[src/rtl/booth_mul_pkg.sv]
// Shared constants for the round-robin arbitrated Booth multiplier: state encoding and datapath widths.
package booth_mul_pkg;

  localparam int OP_W   = 16;
  localparam int PROD_W = 32;

  typedef logic [1:0] state_t;

  localparam state_t ST_IDLE  = 2'd0;
  localparam state_t ST_CALC  = 2'd1;
  localparam state_t ST_CALC2 = 2'd2;
  localparam state_t ST_RESP  = 2'd3;

endpackage

[src/rtl/booth_mul_arbiter_mult.sv]
// Combinational signed 16x16->32 multiplier using radix-4 Booth recoding of y.
module BoothMultiplier
  import booth_mul_pkg::*;
(
  output logic [PROD_W-1:0] z,
  input  logic [OP_W-1:0]   x,
  input  logic [OP_W-1:0]   y
);

  logic [OP_W:0]       yext;
  logic [PROD_W-1:0]   xs;
  logic [PROD_W-1:0]   pp;
  logic [PROD_W-1:0]   acc;
  logic [2:0]          grp;

  // Arithmetic is modulo 2^32; the full signed product always fits, so wrap is harmless.
  always_comb begin
    yext = {y, 1'b0};
    xs   = {{(PROD_W-OP_W){x[OP_W-1]}}, x};
    acc  = '0;
    pp   = '0;
    grp  = '0;
    for (int i = 0; i < OP_W/2; i++) begin
      grp = yext[2*i +: 3];
      case (grp)
        3'b001, 3'b010: pp = xs;
        3'b011:         pp = xs << 1;
        3'b100:         pp = -(xs << 1);
        3'b101, 3'b110: pp = -xs;
        default:        pp = '0;
      endcase
      acc = acc + (pp << (2*i));
    end
    z = acc;
  end

endmodule

[src/rtl/booth_mul_arbiter.sv]
// Round-robin arbiter sharing one Booth multiplier among NREQ requesters.
// Define BOOTH_MUL_ARB_OUTREG_EN to add a multiplier output register (state CALC2, one extra cycle).
module booth_mul_arbiter
  import booth_mul_pkg::*;
#(
  parameter int NREQ = 4,
  parameter int W    = OP_W
) (
  input  logic              clk,
  input  logic              rst,
  input  logic [NREQ-1:0]   req_valid,
  output logic [NREQ-1:0]   req_ready,
  input  logic [NREQ*W-1:0] req_x,
  input  logic [NREQ*W-1:0] req_y,
  output logic [NREQ-1:0]   rsp_valid,
  input  logic [NREQ-1:0]   rsp_ready,
  output logic [PROD_W-1:0] rsp_z,
  output logic              busy
);

  localparam int GW = (NREQ > 1) ? $clog2(NREQ) : 1;

  state_t             state;
  logic [GW-1:0]      grant;
  logic [GW-1:0]      last_grant;
  logic [GW-1:0]      pick;
  logic               found;
  int                 idx;
  logic [W-1:0]       x_reg;
  logic [W-1:0]       y_reg;
  logic [PROD_W-1:0]  z_reg;
  logic [PROD_W-1:0]  product;
`ifdef BOOTH_MUL_ARB_OUTREG_EN
  logic [PROD_W-1:0]  pipe_reg;
`endif

  BoothMultiplier u_mult (
    .z (product),
    .x (x_reg),
    .y (y_reg)
  );

  // Search starts one past the last winner so every requester gets a turn.
  always_comb begin
    pick  = '0;
    found = 1'b0;
    idx   = 0;
    for (int k = 1; k <= NREQ; k++) begin
      idx = int'(last_grant) + k;
      if (idx >= NREQ) idx = idx - NREQ;
      if (!found && req_valid[idx]) begin
        found = 1'b1;
        pick  = GW'(idx);
      end
    end
  end

  assign req_ready = (state == ST_IDLE && found && !rst) ? (NREQ'(1) << pick) : '0;
  assign rsp_valid = (state == ST_RESP && !rst) ? (NREQ'(1) << grant) : '0;
  assign rsp_z     = z_reg;
  assign busy      = (state != ST_IDLE);

  always_ff @(posedge clk) begin
    if (rst) begin
      state      <= ST_IDLE;
      last_grant <= GW'(NREQ-1);
      grant      <= '0;
      x_reg      <= '0;
      y_reg      <= '0;
      z_reg      <= '0;
`ifdef BOOTH_MUL_ARB_OUTREG_EN
      pipe_reg   <= '0;
`endif
    end else begin
      case (state)
        ST_IDLE: begin
          if (found) begin
            grant <= pick;
            x_reg <= req_x[int'(pick)*W +: W];
            y_reg <= req_y[int'(pick)*W +: W];
            state <= ST_CALC;
          end
        end
        ST_CALC: begin
`ifdef BOOTH_MUL_ARB_OUTREG_EN
          pipe_reg <= product;
          state    <= ST_CALC2;
`else
          z_reg <= product;
          state <= ST_RESP;
`endif
        end
`ifdef BOOTH_MUL_ARB_OUTREG_EN
        ST_CALC2: begin
          z_reg <= pipe_reg;
          state <= ST_RESP;
        end
`endif
        ST_RESP: begin
          // Only the owner's rsp_ready can retire the response.
          if (rsp_ready[grant]) begin
            last_grant <= grant;
            state      <= ST_IDLE;
          end
        end
        default: state <= ST_IDLE;
      endcase
    end
  end

endmodule

[config.mk]
export PLATFORM = sky130hd
export DESIGN_NAME = booth_mul_arbiter
export DESIGN_NICKNAME = d
export VERILOG_FILES = /design/src/rtl/booth_mul_pkg.sv /design/src/rtl/booth_mul_arbiter_mult.sv /design/src/rtl/booth_mul_arbiter.sv
export SDC_FILE = /design/constraint.sdc
export NUM_CORES = 1
export LEC_CHECK = 0
export CAP_MARGIN = 0
export CORE_MARGIN = 2
export CORE_UTILIZATION = 30
export DETAILED_ROUTE_END_ITERATION = 10
export GPL_ROUTABILITY_DRIVEN = 0
export HOLD_SLACK_MARGIN = 0.08
export MAX_ROUTING_LAYER = met4
export PLACE_DENSITY = 0.51
export SKIP_LAST_GASP = 1
export SLEW_MARGIN = 20
export SYNTH_ARGS = -nofsm -noshare
export SYNTH_HDL_FRONTEND = slang
export SYNTH_HIERARCHICAL = 1
export SYNTH_SLANG_ARGS = --single-unit
export TNS_END_PERCENT = 20
[constraint.sdc]
create_clock -name clk -period 10.2 [get_ports clk]
set_clock_uncertainty 0.05 [all_clocks]
set_input_delay 2.55 -clock clk [delete_from_list [all_inputs] [get_ports clk]]
set_output_delay 2.55 -clock clk [all_outputs]
set_load 0.05 [all_outputs]
==> summary.md, run 1 <==
| Metric | Value |
|---|---|
| Power density over the cells | about 440 nW/um^2 |
| NumNets Final | 2325 |
| Yosys Warn Count | 6 |
| Sequential Area | 1410 sq um |
| Post-synth top area cell | fa_1 |
| CTS-repair resized insts | 0 |
| Final min period | around 8.3 ns |
| Commonest non-fill, non-tap cells in the layout | nand2_1, a21oi_1, clkdlybuf4s50_1 |
| Worst-Margin Slew | around 1.0 ns |
| Setup Buffers After CTS | 0 |
| TritonCTS clock tree | built |
| Most used DFF post-synth | dfxtp_1 |
| Die width | 221 um |
| Final Cell Area | ~17000 sq um |
| Initial antenna violation count | 0 |
| Buf/Inv on CP | 3 |
| Hold-critical path depth | 2 |
| Via count | 15481 |
| Worst-path fanout max | 16 |
| Synth cell types | 75 |
| Drt pass-1 iters | 6 |
| Critical R2R Launch | x_reg[0] |
| Clock root buffer | clkbuf_16 |
| Share of layout cells above drive strength 1 | between 5 and 6% |
| Starting Density | a little over 30% |
| Crit-path max cell delay | 0.86 ns |
| H-tree Lvls | 3 |
| I/O pin count | 179 |
| Setup crit end kind | flop |
| Cts hold-fix bufs | 0 |
| Die area | 48800 sq um |
| RSZ-0062 raised after global routing | false |
| Initial DRC count | a little over 2000 |
| Clock Latency Late Sink | 0.38 ns |
| Max reg flops | 32 |
| Max Slew Vio Count | 0 |
| Ys async rst share | 0% |
| Die height | approximately 220 um |
| DPL Wire Length | between 40000 and 50000 um |
| CP top delay family | compound AO/OA/AOI/OAI gates |
| Syn_area_per_cell | approximately 7.3 sq um |
| Syn Inst Count | 1939 |
| Mapped cell area | between 10000 and 15000 sq um |
| Worst path required time | roughly 10 ns |
| Area contributors post-synth | fa_1, dfxtp_1, a21oi_1 |
| Row count | a little under 80 |
| Largest net degree at the start of global routing | 60 |
| CTS sink cnt | 70 |
| Tcrit/Tclk final | 81.3% |
| Max clock buf depth | 2 |
| Total overflow reported by the global router | 0 |
| DRC Markers | 0 |
| Hold Path Class | flop to flop |
| CP Launch Point | x_reg[0] |
| Worst setup SP type | flop |
| Fin. Hold Viols | 0 |
| Crit path kind | flop to flop |
| HP Start | rsp_z[5] |
| Worst-case reg-to-reg path depth | 26 |
| Sequential area share after synthesis | under 10% |
| FMAX | 121 MHz |
| Min-Delay Endpoint | rsp_z[5] |
| Global Route Usage Sum | 25.1% |
| Lkg Pwr | roughly 0.0067 uW |
| Filler Cell Count | around 5000 |
| Core Util, Final | approximately 36% |
| CP most frequent cell | ha_1 |
| Flops & latches, synth | 70 |
| Core area | 46500 sq um |
| Antenna cell count | 0 |
| Reg2reg end | rsp_z[30] |
| First-pass GRT wire length | 92400 um |
| Post-Syn Nets | between 2000 and 2500 |
| Worst path slowest cell | a2111oi_1 |
| Crit path DAT | roughly 8.6 ns |
| Post-synth EDFFs | 0 |
| Top cell type's share of synthesized area | 18.6% |
| Peak VDD IR | around 0.55 mV |
| Dpl cell area | 16400 sq um |
| Relative slew slack | roughly 32% |
| Power Total | approximately 7400 uW |
| Routed wire per std cell | around 23 um |
| R2r setup slk | roughly 1.9 ns |
| Commonest non-fill, non-tap cell in the layout | nand2_1 |
| Status | finished, final reports clean |
| Number of port buffers | about 180 |
| Clock transition at the registers of the reported paths | 0.07 ns |
| Post-Route Setup TNS | 0 ns |
| Multi-input logic area | approximately 11000 sq um |
| Area Overhead vs Synth | 18.2% |
| MaxCap Viol Count | 0 |
| DRT antenna net count | 0 |
| Routed wire length | about 60000 um |
| Final setup viols | 0 |
| Vias in the first global route | 14877 |
| CTS Buf Count | 9 |
| Vias per inst | ~5.9 |
## worst max-delay path by stage
stage | endpoint | slack (ns) | cells past startpoint
after CTS | rsp_z[30] | 1.85 | 26
final | rsp_z[30] | 1.90 | 26
after floorplan | req_ready[1] | 2.90 | 5
after global routing | rsp_z[31] | 1.49 | 24
after detailed placement | rsp_z[30] | 1.91 | 26
after global placement | rsp_z[30] | 2.00 | 23
## logic make-up after synthesis
kind of cell	synth area share [%]
fa+ha+maj	22.9
mux	4.47
flops	9.93
compound gates	31.3
buf+inv	9.71
xor+xnor	5.72
simple gates	16.0
## worst reg2reg max path: stages (launching register included)
cell and delay (ns):
dfxtp_1 0.68, clkinv_1 0.39, ha_1 0.54, inv_1 0.19
or3_1 0.21, nand2_1 0.09, xnor2_1 0.17, a32oi_1 0.15
nor2_1 0.06, a221oi_1 0.30, fa_1 0.51, inv_1 0.10
fa_1 0.41, ha_1 0.32, ha_1 0.29, ha_1 0.25
fa_1 0.42, a21oi_1 0.15, o21ai_0 0.17, a2111oi_1 0.86
o311ai_0 0.46, a211oi_1 0.74, o31ai_1 0.21, a21oi_1 0.21
xnor2_1 0.13, nand2_1 0.06, a21oi_1 0.12
## synth_stat cells (8+ instances only)
master / n
nand2_1: 233
clkbuf_1: 136
dfxtp_1: 70
o21ai_0: 134
xor2_1: 24
xnor2_1: 63
inv_1: 157
buf_1: 19
nand2b_1: 13
o21ai_1: 25
o22ai_1: 71
nor2b_1: 13
nor3_1: 16
a211oi_1: 19
a21o_1: 28
o211ai_1: 16
mux2i_1: 54
fa_1: 131
buf_2: 11
a31oi_1: 17
ha_1: 49
a21oi_1: 182
or3_1: 40
a221o_1: 11
nand3_1: 13
or2_2: 9
a221oi_1: 93
nor2_1: 148
a22oi_1: 32
and2_1: 8
## through the flow
| stage | worst slack (ns) | cells | hold WS, ns |
|---|---|---|---|
| global route | 1.49 | 2619 | 0.424 |
| CTS | 1.85 | 2619 | 0.407 |
| floorplan | 2.90 | 1939 | 0.443 |
| detailed placement | 1.91 | 2603 | 0.399 |
| finish | 1.90 | 2619 | 0.403 |
| global placement | 2.00 | 2603 | 0.398 |
## final cells by class
| class | count | share of cell area (%) |
|---|---|---|
| multi-input combinational | 1525 | 68.2 |
| timing repair buffer | 237 | 13.3 |
| sequential | 70 | 8.43 |
| tap | 607 | 4.55 |
| inverter | 164 | 3.69 |
| clock buffer | 10 | 1.37 |
| clock inverter | 6 | 0.420 |
## per-layer routing
layer  vias to the layer above  global-route usage [%]  part of all wire, %
met5                         -                       -                    0
met4                         0                    13.4                  5.8
met3                       180                    5.31                   10
met2                       972                    37.6                   44
met1                      7331                    31.6                   41
li1                       6998                       -                    -
## report_power, final
part / switching (uW) / internal, uW / leakage, uW
combinational: 3980 / 2700 / 0.00595
sequential: 49.8 / 335 / 0.000579
clock: 138 / 190 / 0.000135
total: 4170 / 3230 / 0.00667
Note: power is estimated with default switching activity, not from simulation.
==> inputs of run 2 (changes only) <==
Settings changed: PLACE_DENSITY 0.51 to 0.53.
Clock period 10.2 ns to 7.1 ns, I/O delays scaled along.
==> summary.md, run 2 (same netlist as run 1, synthesis figures left out) <==
| Metric | Value |
|---|---|
| Worst-path fanout max | 10 |
| HP Start | rsp_z[7] |
| Worst path required time | ~7.4 ns |
| I/O pin count | about 180 |
| MaxCap Viol Count | 0 |
| Lkg Pwr | roughly 0.0071 uW |
| Relative slew slack | 42.5% |
| Tcrit/Tclk final | a little over nine tenths |
| Max clock buf depth | 2 |
| H-tree Lvls | 3 |
| Worst path slowest cell | fa_1 |
| Clock root buffer | clkbuf_16 |
| Die height | 221 um |
| NumNets Final | 2408 |
| Reg2reg end | rsp_z[30] |
| CP most frequent cell | buf_4 |
| Via count | approximately 16000 |
| RSZ-0062 raised after global routing | true |
| Worst slack, placed | slightly above 0.1 ns |
| Fin. Hold Viols | 0 |
| Setup crit end kind | flop |
| DRC Markers | 0 |
| First-pass GRT wire length | around 94000 um |
| CP Launch Point | x_reg[0] |
| DPL Wire Length | just under 50000 um |
| Vias per inst | 5.90 |
| Largest net degree at the start of global routing | between 40 and 50 |
| Peak VDD IR | around 0.79 mV |
| Die area | 48800 sq um |
| Row count | between 70 and 80 |
| Worst Slack Setup Final | approximately 0.3 ns |
| Crit-path max cell delay | around 0.60 ns |
| Final setup viols | 0 |
| Die width | about 220 um |
| Number of port buffers | between 150 and 200 |
| Worst-case reg-to-reg path depth | 28 |
| Min-Delay Endpoint | rsp_z[7] |
| Max Slew Vio Count | 0 |
| Worst-Margin Slew | ~0.86 ns |
| Initial DRC count | around 1800 |
| Crit path kind | flop to flop |
| Clock Latency Late Sink | between 0.3 and 0.4 ns |
| Crit path DAT | 7.06 ns |
| DRT antenna net count | 0 |
| CTS sink cnt | 70 |
| R2r setup slk | approximately 0.3 ns |
| Max reg flops | 32 |
| Initial antenna violation count | 0 |
| Commonest non-fill, non-tap cells in the layout | nand2_1, a21oi_1, clkdlybuf4s50_1 |
| Commonest non-fill, non-tap cell in the layout | nand2_1 |
| Share of layout cells above drive strength 1 | between 10 and 15% |
| Clock transition at the registers of the reported paths | approximately 0.06 ns |
| Drt pass-1 iters | 8 |
| Routed wire per std cell | between 20 and 25 um |
| Worst setup SP type | flop |
| Hold-critical path depth | 2 |
| Total overflow reported by the global router | 0 |
| Hold Path Class | flop to flop |
| Global Route Usage Sum | about a quarter |
| Core area | roughly 46000 sq um |
| Routed wire length | slightly above 60000 um |
| TritonCTS clock tree | built |
| Filler Cell Count | 4976 |
| Status | finished, final reports clean |
| Final min period | about 7 ns |
| Vias in the first global route | roughly 16000 |
| Core Util, Final | approximately 37% |
| Power density over the cells | 641 nW/um^2 |
| Starting Density | a little under a third |
| CTS Buf Count | 9 |
| Critical R2R Launch | x_reg[0] |
| Post-Route Setup TNS | 0 ns |
| Area Overhead vs Synth | 23.2% |
| FMAX | approximately 150 MHz |
==> run 2: critical path: cells and delay by family, from the launching register on <==
kind,cells,cell delay (ns)
and+or+nand+nor,4,0.59
buffers and inverters,7,1.14
adders and majority gates,4,1.93
DFF,1,0.34
xor gates and xnor gates,2,0.67
AOI/OAI and AO/OA,11,1.99
==> run 2: how the worst max path moves through the flow <==
stage,endpoint,slack (ns),cells past startpoint
2_1_floorplan,rsp_z[30],0.51,27
3_3_place_gp,rsp_z[30],0.16,25
3_5_place_dp,rsp_z[30],0.10,25
4_1_cts,rsp_z[30],0.06,25
5_1_grt,rsp_z[30],-0.007,26
6_report,rsp_z[30],0.29,28
==> run 2: cell type report <==
class	count	area, sq um	area share, %
antenna	1	2.50	0.0144
clock buffer	10	239	1.37
timing repair buffer	320	2870	16.5
tap	607	759	4.37
sequential	70	1410	8.08
multi-input combinational	1525	11400	65.8
clock inverter	5	60.1	0.345
inverter	164	619	3.56
==> run 2: metrics by stage <==
stage,total power (uW),std cells,hold slack (ns),instance area (sq um)
6_report,11200,2702,0.403,17400
3_5_place_dp,10500,2684,0.397,17000
2_1_floorplan,7790,1939,0.443,14100
3_3_place_gp,10500,2684,0.394,17000
4_1_cts,11100,2699,0.406,17300
5_1_grt,12500,2701,0.419,17400
==> run 2: layer usage <==
| layer | global-route usage [%] | wire length [um] | vias to the layer above |
|---|---|---|---|
| met5 | - | 0 | - |
| met4 | 13.6 | 4030 | 0 |
| met3 | 5.39 | 6430 | 237 |
| met2 | 38.0 | 26000 | 1063 |
| met1 | 32.0 | 25100 | 7473 |
| li1 | - | - | 7158 |
==> run 2: power breakdown <==
| part | internal (uW) | switching (uW) | total (uW) |
|---|---|---|---|
| Clock | 280 | 190 | 469 |
| Sequential | 482 | 73.8 | 556 |
| Combinational | 4340 | 5780 | 10100 |
| Total | 5110 | 6050 | 11200 |
==> run 2: repair_timing <==
action,CTS,global route
gates resized for setup,0,18
setup endpoints to repair,0,6
setup buffers,0,2
hold buffers,0,0
